===== src/rtl/opora_frame_loader_if.sv =====
// Receive byte stream from the Ethernet MAC into the opora frame loader.
// Latency: none, plain wires.
// Backpressure: none; the source cannot be stalled.
interface opora_frame_loader_if;
    logic [7:0] data;
    logic       valid;
    logic       sof;
    logic       eof;

    modport master (output data, valid, sof, eof);
    modport slave  (input  data, valid, sof, eof);
endinterface


===== src/rtl/opora_frame_loader.sv =====
// Validates an opora frame (magic, length, checksum when OPORA_CHECKSUM_EN), buffers it, replays it as strobes.
// Latency: first opora_en 2 cycles after the accepting byte, then one strobe every GAP+1 cycles.
// Backpressure: none; rx bytes arriving during replay are dropped and the frame is skipped until its next sof.
module opora_frame_loader #(
    parameter int          NUM_OPORA = 200,
    parameter int          GAP       = 0,
    parameter logic [15:0] MAGIC     = 16'h4F50
) (
    input  logic                clke,
    input  logic                rst_n,
    opora_frame_loader_if.slave rx,
    output logic                opora_en,
    output logic [15:0]         OPORA,
    output logic                busy,
    output logic                load_done,
    output logic                err_len,
    output logic                err_sum
);
    localparam int            AW   = (NUM_OPORA > 1) ? $clog2(NUM_OPORA) : 1;
    localparam int            GW   = (GAP > 0) ? $clog2(GAP + 1) : 1;
    localparam logic [AW-1:0] LAST = AW'(NUM_OPORA - 1);

`ifdef OPORA_CHECKSUM_EN
    typedef enum logic [2:0] {IDLE, HDR, PAYLOAD, CSUM, DROP, SEND} state_t;
`else
    typedef enum logic [2:0] {IDLE, HDR, PAYLOAD, DROP, SEND} state_t;
`endif

    state_t        state, state_nxt, start_state;
    logic [15:0]   ram [NUM_OPORA];
    logic [AW-1:0] wr_ptr, rd_ptr;
    logic [GW-1:0] gap_cnt;
    logic [15:0]   sum, word;
    logic [7:0]    hi_byte;
    logic          phase, last_rd;
    logic          sof_v, frame_start, byte_take, word_wr, rd_issue, err_len_nxt;
`ifdef OPORA_CHECKSUM_EN
    logic          err_sum_nxt;
`endif

    assign sof_v    = rx.valid & rx.sof;
    assign word     = {hi_byte, rx.data};
    assign rd_issue = (state == SEND) && (gap_cnt == '0);
    // busy covers the SEND state plus the cycle of the final strobe
    assign busy     = (state == SEND) | opora_en;

    // where a sof byte leads: single-byte frames stay idle, wrong magic byte drops the frame
    always_comb begin
        start_state = DROP;
        if (rx.eof)
            start_state = IDLE;
        else if (rx.data == MAGIC[15:8])
            start_state = HDR;
    end

    // next-state and per-byte control decisions
    always_comb begin
        state_nxt   = state;
        err_len_nxt = 1'b0;
`ifdef OPORA_CHECKSUM_EN
        err_sum_nxt = 1'b0;
`endif
        frame_start = 1'b0;
        byte_take   = 1'b0;
        word_wr     = 1'b0;
        case (state)
            IDLE: begin
                if (sof_v) begin
                    state_nxt   = start_state;
                    err_len_nxt = rx.eof;
                    frame_start = 1'b1;
                end
            end
            HDR: begin
                if (sof_v) begin
                    state_nxt   = start_state;
                    err_len_nxt = 1'b1;
                    frame_start = 1'b1;
                end else if (rx.valid) begin
                    if (rx.data != MAGIC[7:0]) begin
                        state_nxt = rx.eof ? IDLE : DROP;
                    end else if (rx.eof) begin
                        err_len_nxt = 1'b1;
                        state_nxt   = IDLE;
                    end else begin
                        state_nxt = PAYLOAD;
                    end
                end
            end
            PAYLOAD: begin
                if (sof_v) begin
                    state_nxt   = start_state;
                    err_len_nxt = 1'b1;
                    frame_start = 1'b1;
                end else if (rx.valid) begin
                    byte_take = 1'b1;
                    word_wr   = phase;
                    if (phase && (wr_ptr == LAST)) begin
`ifdef OPORA_CHECKSUM_EN
                        if (rx.eof) begin
                            err_len_nxt = 1'b1;
                            state_nxt   = IDLE;
                        end else begin
                            state_nxt = CSUM;
                        end
`else
                        if (rx.eof) begin
                            state_nxt = SEND;
                        end else begin
                            err_len_nxt = 1'b1;
                            state_nxt   = DROP;
                        end
`endif
                    end else if (rx.eof) begin
                        err_len_nxt = 1'b1;
                        state_nxt   = IDLE;
                    end
                end
            end
`ifdef OPORA_CHECKSUM_EN
            CSUM: begin
                if (sof_v) begin
                    state_nxt   = start_state;
                    err_len_nxt = 1'b1;
                    frame_start = 1'b1;
                end else if (rx.valid) begin
                    byte_take = 1'b1;
                    if (!phase) begin
                        if (rx.eof) begin
                            err_len_nxt = 1'b1;
                            state_nxt   = IDLE;
                        end
                    end else if (!rx.eof) begin
                        err_len_nxt = 1'b1;
                        state_nxt   = DROP;
                    end else if (word != sum) begin
                        err_sum_nxt = 1'b1;
                        state_nxt   = IDLE;
                    end else begin
                        state_nxt = SEND;
                    end
                end
            end
`endif
            DROP: begin
                if (rx.valid && rx.eof)
                    state_nxt = IDLE;
            end
            SEND: begin
                if (rd_issue && (rd_ptr == LAST))
                    state_nxt = IDLE;
            end
            default: state_nxt = IDLE;
        endcase
    end

    // state register and registered error pulses
    always_ff @(posedge clke) begin
        if (!rst_n) begin
            state   <= IDLE;
            err_len <= 1'b0;
`ifdef OPORA_CHECKSUM_EN
            err_sum <= 1'b0;
`endif
        end else begin
            state   <= state_nxt;
            err_len <= err_len_nxt;
`ifdef OPORA_CHECKSUM_EN
            err_sum <= err_sum_nxt;
`endif
        end
    end

`ifndef OPORA_CHECKSUM_EN
    assign err_sum = 1'b0;
`endif

    // byte pairing, write pointer and running sum for the frame being received
    always_ff @(posedge clke) begin
        if (!rst_n) begin
            wr_ptr  <= '0;
            sum     <= '0;
            hi_byte <= '0;
            phase   <= 1'b0;
        end else if (frame_start) begin
            wr_ptr <= '0;
            sum    <= '0;
            phase  <= 1'b0;
        end else begin
            if (byte_take) begin
                phase <= ~phase;
                if (!phase)
                    hi_byte <= rx.data;
            end
            if (word_wr) begin
                wr_ptr <= wr_ptr + 1'b1;
                sum    <= sum + word;
            end
        end
    end

    // coefficient buffer; a rejected frame may leave partial data that SEND never reaches
    always_ff @(posedge clke) begin
        if (word_wr)
            ram[wr_ptr] <= word;
    end

    // replay: registered RAM read drives OPORA together with its strobe
    always_ff @(posedge clke) begin
        if (!rst_n) begin
            rd_ptr    <= '0;
            gap_cnt   <= '0;
            opora_en  <= 1'b0;
            OPORA     <= '0;
            last_rd   <= 1'b0;
            load_done <= 1'b0;
        end else begin
            opora_en  <= rd_issue;
            last_rd   <= rd_issue && (rd_ptr == LAST);
            load_done <= last_rd;
            if (rd_issue) begin
                OPORA   <= ram[rd_ptr];
                rd_ptr  <= rd_ptr + 1'b1;
                gap_cnt <= GW'(GAP);
            end else if (state == SEND) begin
                gap_cnt <= gap_cnt - 1'b1;
            end else begin
                rd_ptr  <= '0;
                gap_cnt <= '0;
            end
        end
    end
endmodule


===== src/flat_wrapper.sv =====
// flat-port wrapper written by rule: the top's interface ports become plain ports
module opora_frame_loader_flat 
#(
    parameter int          NUM_OPORA = 200,
    parameter int          GAP       = 0,
    parameter logic [15:0] MAGIC     = 16'h4F50
)
  (clke, rst_n, opora_en, OPORA, busy, load_done, err_len, err_sum, rx_data, rx_valid, rx_sof, rx_eof);
  opora_frame_loader_if rx_i ();
  input  logic clke;
  input  logic rst_n;
  output logic opora_en;
  output logic [15:0] OPORA;
  output logic busy;
  output logic load_done;
  output logic err_len;
  output logic err_sum;
  input wire logic [$bits(rx_i.data)-1:0] rx_data;
  input wire logic [$bits(rx_i.valid)-1:0] rx_valid;
  input wire logic [$bits(rx_i.sof)-1:0] rx_sof;
  input wire logic [$bits(rx_i.eof)-1:0] rx_eof;
  assign rx_i.data = rx_data;
  assign rx_i.valid = rx_valid;
  assign rx_i.sof = rx_sof;
  assign rx_i.eof = rx_eof;
  opora_frame_loader #(.NUM_OPORA(NUM_OPORA), .GAP(GAP), .MAGIC(MAGIC)) u_core (.clke(clke), .rst_n(rst_n), .rx(rx_i), .opora_en(opora_en), .OPORA(OPORA), .busy(busy), .load_done(load_done), .err_len(err_len), .err_sum(err_sum));
endmodule

===== config.mk =====
export PLATFORM = sky130hd
export DESIGN_NAME = opora_frame_loader_flat
export DESIGN_NICKNAME = d
export VERILOG_FILES = /design/src/rtl/opora_frame_loader_if.sv /design/src/rtl/opora_frame_loader.sv /design/src/flat_wrapper.sv
export SDC_FILE = /design/constraint.sdc
export NUM_CORES = 2
export LEC_CHECK = 0
export ABC_CLOCK_PERIOD_IN_PS = 4510
export BUFFER_PORTS_ARGS = -buffer_cell sky130_fd_sc_hd__buf_2
export CORE_MARGIN = 2
export CORE_UTILIZATION = 40
export DETAILED_ROUTE_END_ITERATION = 8
export GPL_TIMING_DRIVEN = 1
export HOLD_SLACK_MARGIN = 0.15
export MAX_ROUTING_LAYER = met4
export PLACE_DENSITY = 0.62
export SLEW_MARGIN = 0
export SYNTH_ARGS = -nofsm -noshare
export SYNTH_HDL_FRONTEND = slang
export SYNTH_SLANG_ARGS = --single-unit
export TNS_END_PERCENT = 5

===== constraint.sdc =====
create_clock -name clke -period 4.51 [get_ports clke]
set_clock_uncertainty 0.2 [all_clocks]
set_input_delay 0.2255 -clock clke [delete_from_list [all_inputs] [get_ports clke]]
set_output_delay 0.2255 -clock clke [all_outputs]
set_load 0.05 [all_outputs]

==> key figures <==
Power and ir drop
  – Pwr Density: 412.5 nW/um^2
  – Lkg Pwr: 0.04166 uW
  – Maximum vdd drop: 0.2803 mV
  – Total power: 59,800 uW

STA
  – Slew HR: 0.03226
  – Period utilization: 0.9871
  – Setup TNS: 0 ps
  – Final setup viols: 0
  – Period minus WS final: 4452 ps
  – RSZ-0062 raised after global routing: false
  – Max Freq: 224.6 MHz
  – Slew @ Worst Pin: 1436 ps
  – Fin. Hold Viols: 0
  – Pins Over Slew Limit: 0

Synthesis
  – Synthesized cell area: 126,000 sq um
  – EDFF count, synth: 3,200
  – Register area share after synthesis: 0.7707
  – Top FF cell, synth: edfxtp_1
  – Ys async rst share: 0
  – Synth Warn #: 0
  – Synth cell types: 77
  – #FFs+latches synth: 3,249
  – Mapped Cells: 5,804
  – Mean post-synth cell area: 21.70 sq um

Routing
  – Routed WL: 371.9 mm
  – WL/cell: 34.39 um
  – Initial DRC Count: 10,920
  – Drt pass-1 iters: 6
  – # DRC: 0
  – Via density: 6.098
  – Routed vias: 65,940
  – Antenna-violating nets left: 0

Placement
  – DP HPWL: 225.5 mm
  – GP Congestion: 0.9210
  – I/O Buffers: 32

Setup path
  – Arr. time, crit path: 5010 ps
  – FF-to-FF End: u_core.OPORA[1]
  – Kind of end point of the critical path: flip-flop
  – Critical Path Most Common Cell: buf_4
  – CP max FO: 29
  – Worst r2r src: u_core.rd_ptr[0]
  – Reg2reg path depth: 8
  – Critical-path top delay cell: a221oi_1
  – Worst R2R Setup Slack: 60 ps
  – CP Class: reg -> reg
  – Critical Path, Cell by Cell: buf_4, buf_4, mux4_2, nand2_1, a31oi_1, a221oi_1, or3_1, a21oi_1
  – Critical path's largest stage delay: 980 ps
  – Worst path required time: 5070 ps
  – Crit path launch type: flip-flop

Hold path
  – Tightest Hold Check Type: in -> reg
  – Hold Path Origin: rx_data[1]
  – Hold path endpoint: u_core.ram[133][1]
  – Hold Path Depth: 2

Final layout
  – Nets: 6,409
  – Synth-to-layout area growth: 15.08%
  – Share of layout cells above drive strength 1: 0.2903

Run status
  – Status: complete, no violations

Floorplan
  – Die Wd: 565.2 um
  – FP Rows: 206
  – Die height: 565.2 um
  – Core Area: 314,200 sq um
  – Top Ports: 34
  – DIE AREA: 319,400 sq um
  – Starting Density: 0.4009

CTS
  – CTS H-tree lvls: 5
  – Later-pin clock latency in the skew report: 910 ps
  – Root Buffer: clkbuf_16
  – Clock buffer depth: 4
  – CTS clk-pin slew, worst paths: 60 ps
  – Clk sinks: 3,249
  – Num CTS Buffers: 326
  – CTS tree: done

Global route
  – Initial antenna violation count: 22
  – First-pass GRT wire length: 515.8 mm
  – Overflow left after global routing: 0
  – Vias in the first global route: 63,700
  – Largest net degree at the start of global routing: 159
  – Gr usage total: 0.2375

Job
  – Max cap viols: 0
## power breakdown
part           total, uW  switching, uW  leakage, uW  internal [uW]
combinational        403            353      0.00977           50.0
sequential         33000           34.9       0.0269          33000
clock              26400          11400      0.00498          15000
## layer usage
layer | part of all wire | track usage
met1 | 0.39 | 0.3231
met2 | 0.46 | 0.3531
met3 | 0.11 | 0.05137
met4 | 0.041 | 0.08703
met5 | 0 | -
## cells by family (layout without fill, tap and decap cells)
kind of cell / count (synthesis) / count (layout) / synth area share
muxes: 1049 / 1049 / 0.1606
DFF: 3249 / 3249 / 0.7707
adders and majority gates: 5 / 5 / 0.0004967
AOI/OAI and AO/OA: 456 / 456 / 0.02567
and+or+nand+nor: 675 / 675 / 0.02309
other: 1 / 17 / 0.00002977
xor gates and xnor gates: 12 / 12 / 0.0008344
buffers and inverters: 357 / 1189 / 0.01857
## final cells by class
class                           count  area (sq um)
Antenna cell                       15         37.54
Clock buffer                      405          8517
Clock inverter                    169          1707
Fill cell                       25680        169200
Inverter                           11         55.05
Multi-Input combinational cell   2199         26940
Sequential cell                  3249         97120
Tap cell                         4160          5205
Timing Repair Buffer              604          5368
## registers in the layout (all words and copies together) (netlist names)
signal and count:
u_core.OPORA 16, u_core.err_len 1, u_core.gap_cnt 1, u_core.hi_byte 8, u_core.last_rd 1, u_core.load_done 1, u_core.opora_en 1, u_core.phase 1
u_core.ram 3200, u_core.rd_ptr 8, u_core.state 3, u_core.wr_ptr 8
## through the flow
| stage | hold WS (ps) | setup WS [ps] | util | area, sq um | cells |
|---|---|---|---|---|---|
| floorplan | 124.4 | 882.6 | - | 126000 | 5805 |
| global placement | 332.1 | -96.12 | 0.4279 | 134400 | 10200 |
| detailed placement | 345.1 | -9.370 | 0.4279 | 134400 | 10200 |
| CTS | 154.6 | 108.5 | 0.4612 | 144900 | 10800 |
| global route | 187.8 | 10.07 | 0.4613 | 144900 | 10800 |
| finish | 152.2 | 57.98 | 0.4613 | 145000 | 10810 |
## critical path, delay by kind of cell (launching register included)
family / cells / cell delay [ps]
AND/OR/NAND/NOR: 2 / 370
flip-flops: 1 / 900
multiplexers: 1 / 540
AO/OA/AOI/OAI: 3 / 1290
buffers and inverters: 2 / 970
## layout by cell type, fill, tap and decap left out, types with 70 or more instances in the layout
cell type  instances
mux4_2           727
a21oi_1           70
nor2_1           186
nor2_2           117
buf_4            485
nand2_1          189
clkbuf_1          75
edfxtp_1        3200
mux2i_1          269
clkbuf_16        328
## synthesized netlist by cell type, types with 15 or more instances
cell type,instances,area (sq um)
mux4_2,727,16370
dfxtp_1,49,980.9
buf_8,19,285.3
clkbuf_1,104,390.4
a21oi_1,70,350.3
o221ai_1,33,289.0
buf_6,44,495.5
nand3_1,56,280.3
o21ai_0,66,330.3
edfxtp_1,3200,96090
a221oi_1,34,297.8
mux2_2,15,168.9
nand4_1,24,150.1
a22oi_1,65,488.0
buf_2,102,510.5
o2111ai_1,16,140.1
o211ai_1,18,135.1
nor2_1,304,1141
mux2i_1,269,2693
nand2_1,190,713.2
mux4_1,38,998.5
nor2b_1,23,143.9
o22ai_1,33,206.5
buf_4,40,300.3
a211oi_1,17,127.6
nor3_1,25,125.1
a31oi_1,19,118.9
buf_1,20,75.07
## repair_timing
item,in CTS,in global routing
hold buffers,22,0
setup endpoints to repair,1,1
hold endpoints to repair,1030,0
gates resized for setup,1,0
setup buffers,0,1
## worst max path at each step
stage | depth (start not counted) | startpoint | end
after floorplan | 0 | u_core.hi_byte[2] | u_core.ram[0][10]
after global placement | 10 | u_core.rd_ptr[0] | u_core.OPORA[3]
after detailed placement | 10 | u_core.rd_ptr[0] | u_core.OPORA[3]
after CTS | 8 | u_core.rd_ptr[0] | u_core.OPORA[1]
after global routing | 9 | u_core.wr_ptr[2] | u_core.state[1]
final | 8 | u_core.rd_ptr[0] | u_core.OPORA[1]
Note: power is estimated with default switching activity, not from simulation.
